File: config.mk
export PLATFORM = sky130hd
export DESIGN_NAME = result_decoder
export DESIGN_NICKNAME = d
export VERILOG_FILES = /design/src/rtl/uart_cal_pkg.sv /design/src/rtl/bin2bcd_seq.sv /design/src/rtl/result_decoder.sv
export SDC_FILE = /design/constraint.sdc
export NUM_CORES = 1
export LEC_CHECK = 0
export ABC_CLOCK_PERIOD_IN_PS = 8400
export CORE_AREA = 5 5 159 161
export CTS_BUF_LIST = sky130_fd_sc_hd__clkbuf_8
export DETAILED_ROUTE_END_ITERATION = 16
export DIE_AREA = 0 0 164 166
export PLACE_DENSITY = 0.43
export SLEW_MARGIN = 20
export SYNTH_ARGS = -nofsm -noshare
export SYNTH_HDL_FRONTEND = slang
export SYNTH_SLANG_ARGS = --single-unit
File: constraint.sdc
create_clock -name clk -period 8.4 [get_ports clk]
set_input_delay 1.68 -clock clk [delete_from_list [all_inputs] [get_ports clk]]
set_output_delay 1.68 -clock clk [all_outputs]
set_load 0.02 [all_outputs]
File: src/rtl/uart_cal_pkg.sv
// -----------------------------------------------------------------------------
// uart_cal_pkg
// Shared definitions for the UART calculator return path: the ASCII byte
// constants that make up a printed result, the result_decoder state encoding,
// and a helper that turns one packed BCD digit into its ASCII character.
// No ports; imported by result_decoder.
// -----------------------------------------------------------------------------
package uart_cal_pkg;

    localparam logic [7:0] CHAR_0     = 8'h30;
    localparam logic [7:0] CHAR_MINUS = 8'h2D;
    localparam logic [7:0] CHAR_CR    = 8'h0D;
    localparam logic [7:0] CHAR_LF    = 8'h0A;
    localparam logic [7:0] CHAR_E     = 8'h45;
    localparam logic [7:0] CHAR_R     = 8'h52;

    typedef enum logic [2:0] {
        S_IDLE,
        S_CONV,
        S_LOAD,
        S_SIGN,
        S_DIGIT,
        S_ERR,
        S_CR,
        S_LF
    } dec_state_t;

    // ASCII character for digit idx (0 = units) of a 10-digit packed BCD word.
    function automatic logic [7:0] digit_char(input logic [39:0] bcd, input logic [3:0] idx);
        return CHAR_0 + {4'h0, bcd[{idx, 2'b00} +: 4]};
    endfunction

endpackage

File: src/rtl/bin2bcd_seq.sv
// -----------------------------------------------------------------------------
// bin2bcd_seq
// Sequential double-dabble converter: 32-bit unsigned binary to 10 packed BCD
// digits, one input bit per cycle, always 32 shift cycles after a load.
// Ports:
//   clk       rising-edge clock
//   rst       synchronous active-high reset
//   load      capture bin and clear the BCD accumulator
//   bin       binary value to convert
//   bcd       10 BCD digits, digit 0 (units) in bits [3:0]; held after done
//   bcd_done  one-cycle pulse once the 32nd shift has completed
// -----------------------------------------------------------------------------
module bin2bcd_seq (
    input  logic        clk,
    input  logic        rst,
    input  logic        load,
    input  logic [31:0] bin,
    output logic [39:0] bcd,
    output logic        bcd_done
);

    logic [31:0] shreg;
    logic [5:0]  cnt;
    logic [39:0] bcd_adj;

    // Add-3 correction on every digit that would overflow past 9 when doubled.
    always_comb begin
        // NOTE: assign a default before any conditional update so the
        // combinational block can never infer a latch.
        bcd_adj = bcd;
        for (int i = 0; i < 10; i++) begin
            if (bcd[i*4 +: 4] >= 4'd5) begin
                bcd_adj[i*4 +: 4] = bcd[i*4 +: 4] + 4'd3;
            end
        end
    end

    // NOTE: clocked state uses non-blocking assignments only, so every
    // register sees the pre-edge values of its neighbours.
    always_ff @(posedge clk) begin
        if (rst) begin
            shreg    <= '0;
            bcd      <= '0;
            cnt      <= '0;
            bcd_done <= 1'b0;
        end else begin
            bcd_done <= 1'b0;
            if (load) begin
                shreg <= bin;
                bcd   <= '0;
                cnt   <= 6'd32;
            end else if (cnt != 6'd0) begin
                {bcd, shreg} <= {bcd_adj[38:0], shreg, 1'b0};
                cnt          <= cnt - 6'd1;
                if (cnt == 6'd1) begin
                    bcd_done <= 1'b1;
                end
            end
        end
    end

endmodule

File: src/rtl/result_decoder.sv
// -----------------------------------------------------------------------------
// result_decoder
// Turns a 32-bit ALU result into an ASCII decimal line for the UART
// transmitter: optional '-', digits without leading zeros, then CR LF (or LF
// only), or "ERR" plus end-of-line when the core flags an error.
// Parameters:
//   EOL_CRLF  1: end lines with 0x0D 0x0A; 0: end lines with 0x0A only
// Ports:
//   clk, rst             rising-edge clock, synchronous active-high reset
//   start                request, accepted only while busy=0
//   result, is_signed    value and its signedness, sampled on accepted start
//   err                  print "ERR" instead of the value
//   busy                 high from the cycle after acceptance until done
//   tx_data, tx_valid    registered byte stream to the transmitter
//   tx_ready             transmitter accepts when tx_valid & tx_ready
//   done                 one-cycle pulse after the final LF is accepted
// -----------------------------------------------------------------------------
module result_decoder
    import uart_cal_pkg::*;
#(
    parameter bit EOL_CRLF = 1'b1
) (
    input  logic        clk,
    input  logic        rst,
    input  logic        start,
    input  logic [31:0] result,
    input  logic        is_signed,
    input  logic        err,
    output logic        busy,
    output logic [7:0]  tx_data,
    output logic        tx_valid,
    input  logic        tx_ready,
    output logic        done
);

    localparam dec_state_t EOL_STATE = EOL_CRLF ? S_CR : S_LF;
    localparam logic [7:0] EOL_FIRST = EOL_CRLF ? CHAR_CR : CHAR_LF;

    dec_state_t  state;
    logic        neg_q;
    logic [3:0]  digit_idx;
    logic [1:0]  err_cnt;

    logic        neg_in;
    logic [31:0] mag;
    logic        conv_load;
    logic        handshake;
    logic [39:0] bcd;
    logic        bcd_done;
    logic [3:0]  first_idx;

    // Two's-complement negate as unsigned: 0x80000000 maps to 2147483648.
    assign neg_in    = is_signed & result[31];
    assign mag       = neg_in ? (~result + 32'd1) : result;
    assign conv_load = (state == S_IDLE) && start && !err;
    assign handshake = tx_valid && tx_ready;

    bin2bcd_seq u_bin2bcd (
        .clk      (clk),
        .rst      (rst),
        .load     (conv_load),
        .bin      (mag),
        .bcd      (bcd),
        .bcd_done (bcd_done)
    );

    // Most significant non-zero digit; stays 0 for a zero value so "0" prints.
    always_comb begin
        first_idx = 4'd0;
        for (int i = 0; i < 10; i++) begin
            if (bcd[i*4 +: 4] != 4'd0) begin
                first_idx = 4'(i);
            end
        end
    end

    always_ff @(posedge clk) begin
        if (rst) begin
            state     <= S_IDLE;
            busy      <= 1'b0;
            tx_valid  <= 1'b0;
            tx_data   <= 8'h00;
            done      <= 1'b0;
            neg_q     <= 1'b0;
            digit_idx <= 4'd0;
            err_cnt   <= 2'd0;
        end else begin
            done <= 1'b0;
            case (state)
                S_IDLE: begin
                    if (start) begin
                        busy    <= 1'b1;
                        neg_q   <= neg_in;
                        err_cnt <= 2'd0;
                        state   <= err ? S_ERR : S_CONV;
                    end
                end
                S_CONV: begin
                    if (bcd_done) begin
                        state <= S_LOAD;
                    end
                end
                S_LOAD: begin
                    digit_idx <= first_idx;
                    tx_valid  <= 1'b1;
                    if (neg_q) begin
                        state   <= S_SIGN;
                        tx_data <= CHAR_MINUS;
                    end else begin
                        state   <= S_DIGIT;
                        tx_data <= digit_char(bcd, first_idx);
                    end
                end
                S_SIGN: begin
                    if (handshake) begin
                        state   <= S_DIGIT;
                        tx_data <= digit_char(bcd, digit_idx);
                    end
                end
                S_DIGIT: begin
                    if (handshake) begin
                        if (digit_idx == 4'd0) begin
                            state   <= EOL_STATE;
                            tx_data <= EOL_FIRST;
                        end else begin
                            digit_idx <= digit_idx - 4'd1;
                            tx_data   <= digit_char(bcd, digit_idx - 4'd1);
                        end
                    end
                end
                S_ERR: begin
                    // First cycle in this state only raises 'E'; err_cnt then
                    // counts accepted bytes of "ERR".
                    if (!tx_valid) begin
                        tx_valid <= 1'b1;
                        tx_data  <= CHAR_E;
                    end else if (handshake) begin
                        if (err_cnt == 2'd2) begin
                            state   <= EOL_STATE;
                            tx_data <= EOL_FIRST;
                        end else begin
                            err_cnt <= err_cnt + 2'd1;
                            tx_data <= CHAR_R;
                        end
                    end
                end
                S_CR: begin
                    if (handshake) begin
                        state   <= S_LF;
                        tx_data <= CHAR_LF;
                    end
                end
                S_LF: begin
                    if (handshake) begin
                        state    <= S_IDLE;
                        tx_valid <= 1'b0;
                        busy     <= 1'b0;
                        done     <= 1'b1;
                    end
                end
                default: state <= S_IDLE;
            endcase
        end
    end

endmodule

======== Word level (Yosys, flattened, before mapping) ========
Index checks and enable logic that the tools add are counted.
storage, ports and cells
  bits in read-only memories .............. 0
  memories ................................ 0
  input port bits ......................... 38
  bits in latches ......................... 0
  RAM bits ................................ 0
  bits in registers ....................... 100
cells by class
  magnitude comparators ................... 10
  multiplexer cells ....................... 60
  shift-type cells ........................ 3
  divide/modulo/power cells ............... 0
  add/subtract/negate cells ............... 17
  bitwise gates (word level) .............. 4
  reductions and logical operators ........ 33
  eq/ne operators ......................... 22
  $mul .................................... 0
operators with widths
  kind                     count
  $shiftx A40 B7 Y4        3
  $mux W32                 3
  $mux W4                  19
  $ge A4 B3 Y1 const B     10
  $mux W8                  5
  $pmux W8 S5              1
  $mux W3                  13
  $add A4 B2 Y4 const B    9
  $reduce_bool A4 Y1       9
  $add A32 B1 Y32 const B  1
  $not A32 Y32             1
  $pmux W3 S8              1
  $ne A2 B2 Y1 const B     11
  $add A6 B4 Y7 const A    3
  $mux W7                  3
  $eq A3 B3 Y1 const B     4
  $mux W6                  2
  $reduce_and A10 Y1       1
  $reduce_and A5 Y1        2
  $reduce_bool A2 Y1       5
  $mux W2                  4
  $pmux W4 S2              1
  $eq A3 B2 Y1 const B     2
  $eq A6 B1 Y1 const B     1
  23 further kinds         35

======== Depth between registers and ports, before layout ========
  depth in word-level cells ............... 14
  mapped depth ............................ 13
  depth with buffers taken out ............ 9

======== By module ========
Synthesis repeated with hierarchy kept, for this count alone.
unflattened totals
  cells, all modules ...................... 966
  area, all modules ....................... 7533.5 µm²
modules (own cells, without submodules)
  module          cells each  instances  area each (µm²)
  bin2bcd_seq     573         1          4455.5
  result_decoder  393         1          3078.0

======== Least setup slack after synthesis ========
OpenSTA, ideal clock, no wires.
  kind .................................... input -> register
  start ................................... input port result[18]
  end ..................................... register u_bin2bcd.shreg[31]
  setup time .............................. 69 ps
  slack ................................... 4805 ps
  path buffers ............................ 0
  stages .................................. 7
  arrival ................................. 3526 ps
  cell sequence ........................... or4_4 -> nor4b_4 -> nand3b_2 -> or4_4 -> o31ai_1 -> nand4b_1 -> o21ai_1
on the way
  word-level cells in the longest chain between the ends .. 4
ends and longest elaborated chain
  item                  RTL line              text
  from (decl)           result_decoder.sv:26  input logic [31:0] result,
  $not A32 Y32          result_decoder.sv:54  assign mag = neg_in ? (~result + 32'd1) : result;
  $add A32 B1 Y32       result_decoder.sv:54
  $mux W32              result_decoder.sv:54
  $mux W32              bin2bcd_seq.sv:48     if (load) begin
  to (signal assigned)  bin2bcd_seq.sv:49     shreg <= bin;
  to (signal assigned)  bin2bcd_seq.sv:53     {bcd, shreg} <= {bcd_adj[38:0], shreg, 1'b0};
  to (decl)             bin2bcd_seq.sv:22     logic [31:0] shreg;
No other way between the ends.
A chain may end at the register's enable or synchronous reset.

======== Final worst setup path ========
  start ................................... input port result[8]
  end ..................................... register u_bin2bcd.shreg[18]
Same word-level chain as after synthesis.

==> results.rst <==
.. list-table::
   :header-rows: 1

   * - Metric
     - Value
   * - Status
     - finished clean
   * - Post-synthesis sequential element count
     - 99
   * - Class of the worst hold path
     - reg2reg
   * - Transition time at the pin with the least slew margin
     - 1040 ps
   * - Maximum clock frequency
     - 251 MHz
   * - Area Overhead vs Synth
     - 12.3%
   * - Min Hold Slack
     - 464 ps
   * - Number of pins with negative max-slew slack in the final report
     - 0
   * - Post-synthesis async set-or-reset flop share
     - 0%
   * - Number of maximum-capacitance violations
     - 0
   * - Cell at the slowest stage of the critical path
     - or4_1
   * - Pin count of the biggest net entering global routing
     - 60
   * - Share of the cycle needed by the critical path after routing
     - 47.4%
   * - Classification of the worst setup path
     - in2reg
   * - Number of sinks driven by the clock tree
     - 99
   * - Instance area at placement
     - 7650 µm²
   * - Post-CTS Hold Fix Bufs
     - 0
   * - Layout net count
     - 990
   * - Power per standard cell area
     - 348 nW/µm²
   * - Routability cong.
     - 0.799
   * - Clock tree from TritonCTS
     - yes
   * - Overall track demand over capacity in global routing
     - 14.9%
   * - Count leader, synth
     - nand2_1
   * - Cell Chain, Critical Path
     - clkdlybuf4s50_1 -> or4_1 -> nor4_2 -> nand2_1 -> o41ai_1 -> xnor2_1 -> nor2_1 -> a311oi_1
   * - Setup repair after global routing missed its margin
     - no
   * - Post-synthesis average cell area
     - 7.57 µm²
   * - Final routed DRC violation total
     - 0
   * - Worst slew slack as a fraction of its limit
     - 30.4%
   * - Area of the die
     - 27,200 µm²
   * - Number of nets in the synthesized netlist
     - 991
   * - Port bufs
     - 47
   * - # IOs
     - 49
   * - Sum of overflow across all layers after global routing
     - 0
   * - DR WL/cell
     - 16.3 µm
   * - Y dimension of the die
     - 166 µm
   * - Share of the synthesized area in the top cell type
     - 28.4%
   * - Cell types occupying the most area after synthesis
     - dfxtp_1 28%, nand2_1 7.9%, a21oi_1 5.9%, ha_1 5.4%, mux4_2 5.2%
   * - Layout cells sized above 1
     - 6.49%
   * - Via count of the first global-routing pass
     - 6,141
   * - List of most frequent post-synthesis cells
     - 147 x nand2_1, 99 x dfxtp_1, 94 x nor2_1
   * - Top flip-flop cell by instance count after synthesis
     - dfxtp_1
   * - Final period demand of the worst path
     - 3990 ps
   * - Req. time, crit path
     - 8700 ps
   * - Site row count
     - 57
   * - Area of all placed cells without fillers
     - 7840 µm²
   * - Antenna-violating nets left
     - 0
   * - Maximum root-to-sink buffer count
     - 2
   * - First-pass GRT wire length
     - 33,200 µm
   * - Clock root buffer
     - clkbuf_8
   * - Standby leakage power
     - 2.60 nW
   * - Die boundary width
     - 164 µm
   * - Final setup fails
     - 0
   * - Number of distinct library cell variants in the gate-level netlist after synthesis
     - 70
   * - Estimated wirelength of the detail-placed design
     - 14,400 µm
   * - Hold violation total from the final report
     - 0
   * - Largest driver fanout on the critical path
     - 7
   * - Mapped Area
     - 6980 µm²
   * - Placement-stage worst setup slack
     - 3990 ps
   * - Worst stage delay on the critical path
     - 580 ps
   * - First-pass detailed-route iteration total
     - 5
   * - Clock insertion delay at the later pin of the skew report
     - 380 ps
   * - Number of antenna violations at the first check in global routing
     - 0
   * - Share of the core filled with cells
     - 32.9%
   * - Count of antenna diodes in the layout
     - 0
   * - Post-synth EDFFs
     - 0
   * - Synthesis Warnings
     - 0
   * - Startpoint Class
     - primary input
   * - Setup clock skew after layout
     - 17.4 ps
   * - Clock transition at the registers of the reported paths
     - 110 ps
   * - Crit path setup slack, layout
     - 4410 ps
   * - H-tree depth
     - 3
   * - Final wirelength
     - 20,400 µm
   * - Detail-routed via count per cell
     - 5.26
   * - Cts bufs inserted
     - 9
   * - Standard cell core area
     - 23,800 µm²
   * - Initial cell density of the core
     - 29.3%
   * - TNS Setup
     - 0 ps
   * - CP Capture Type
     - register
   * - Worst ir drop on vdd
     - 0.142 mV
   * - Post-CTS setup buffer count
     - 0
   * - Cells after Synth
     - 923
   * - Data arrival time of the worst path
     - 4290 ps
   * - Number of gates given a new drive strength after cts
     - 0
   * - Seq/Total Area, Yosys
     - 28.4%
   * - Layout filler cell count
     - 2,604
   * - Largest area contributor in the netlist
     - dfxtp_1
   * - Iteration-0 DRC Markers
     - 526
   * - Via Count
     - 6,568
metrics by stage:
| step | total power, mW | std cells |
|---|---|---|
| floorplan | 1.98 | 923 |
| global placement | 2.44 | 1235 |
| CTS | 2.77 | 1249 |
| detailed placement | 2.43 | 1235 |
| global route | 2.99 | 1249 |
| finish | 2.73 | 1249 |
area by class of cell:
cell class | count | area, µm² | area share (%)
Tap cell | 324 | 405 | 5.17
Inverter | 39 | 146 | 1.87
Clock buffer | 10 | 138 | 1.75
Multi-Input combinational cell | 720 | 4610 | 58.8
Clock inverter | 4 | 51.3 | 0.654
Timing Repair Buffer | 53 | 510 | 6.51
Sequential cell | 99 | 1980 | 25.3
final timing paths:
check                            start                                to  slack, ps  cells after the start
max                          result[8]  u_bin2bcd.shreg[18]$_SDFFE_PP0P_       4410                      8
min                  busy$_SDFFE_PP0P_                 busy$_SDFFE_PP0P_        460                      2
max reg2reg  digit_idx[0]$_SDFFE_PP0P_           tx_data[0]$_SDFFE_PP0P_       4970                     10
min reg2reg          busy$_SDFFE_PP0P_                 busy$_SDFFE_PP0P_        460                      2
critical path: cells and delay by family:
| family | cells | cell delay [ps] |
|---|---|---|
| compound gates | 2 | 640 |
| xor+xnor | 1 | 170 |
| buf+inv | 1 | 450 |
| simple gates | 4 | 1360 |
layout by cell type (no fill, tap or decap), types with 5 or more instances in the layout:
master	n
nand2_1	147
dfxtp_1	99
nor2_1	94
a21oi_1	83
o21ai_0	50
clkdlybuf4s50_1	46
inv_1	37
ha_1	30
nand3_1	26
a311oi_1	26
xnor2_1	25
mux2i_1	22
nor3_1	18
a211oi_1	18
nand2b_1	16
nor3b_1	16
mux4_2	16
xor2_1	16
a31oi_1	14
clkbuf_8	10
and3_1	7
or3_1	6
o31ai_1	6
buf_4	6
or2_2	5
o22ai_1	5
state kept, by name (all words and copies together), names as in the netlist:
| register | count |
|---|---|
| digit_idx | 4 |
| neg_q | 1 |
| u_bin2bcd.bcd_done | 1 |
| done | 1 |
| state | 3 |
| u_bin2bcd.cnt | 6 |
| tx_data | 7 |
| busy | 1 |
| err_cnt | 2 |
| tx_valid | 1 |
| u_bin2bcd.bcd | 40 |
| u_bin2bcd.shreg | 32 |
where the power goes:
part           total (mW)  switching, mW  internal (mW)
combinational        1.61           1.00          0.606
clock               0.323          0.179          0.144
sequential          0.800          0.199          0.600
kinds of logic after synthesis:
kind of cell / Yosys count / synth area share [%]
compound gates: 238 / 21.6
xor+xnor: 41 / 5.14
fa+ha+maj: 30 / 5.37
buf+inv: 104 / 5.75
flops: 99 / 28.4
mux: 41 / 8.80
other cells: 1 / 0.0537
simple gates: 369 / 24.9
per-layer routing:
metal,routed length [µm],vias up,GRT usage [%]
met5,0,-,0
met4,292,0,3.32
met3,715,22,2.80
met2,9610,129,24.2
met1,9780,3136,20.7
li1,-,3281,-
(Power assumes the default switching activity.)
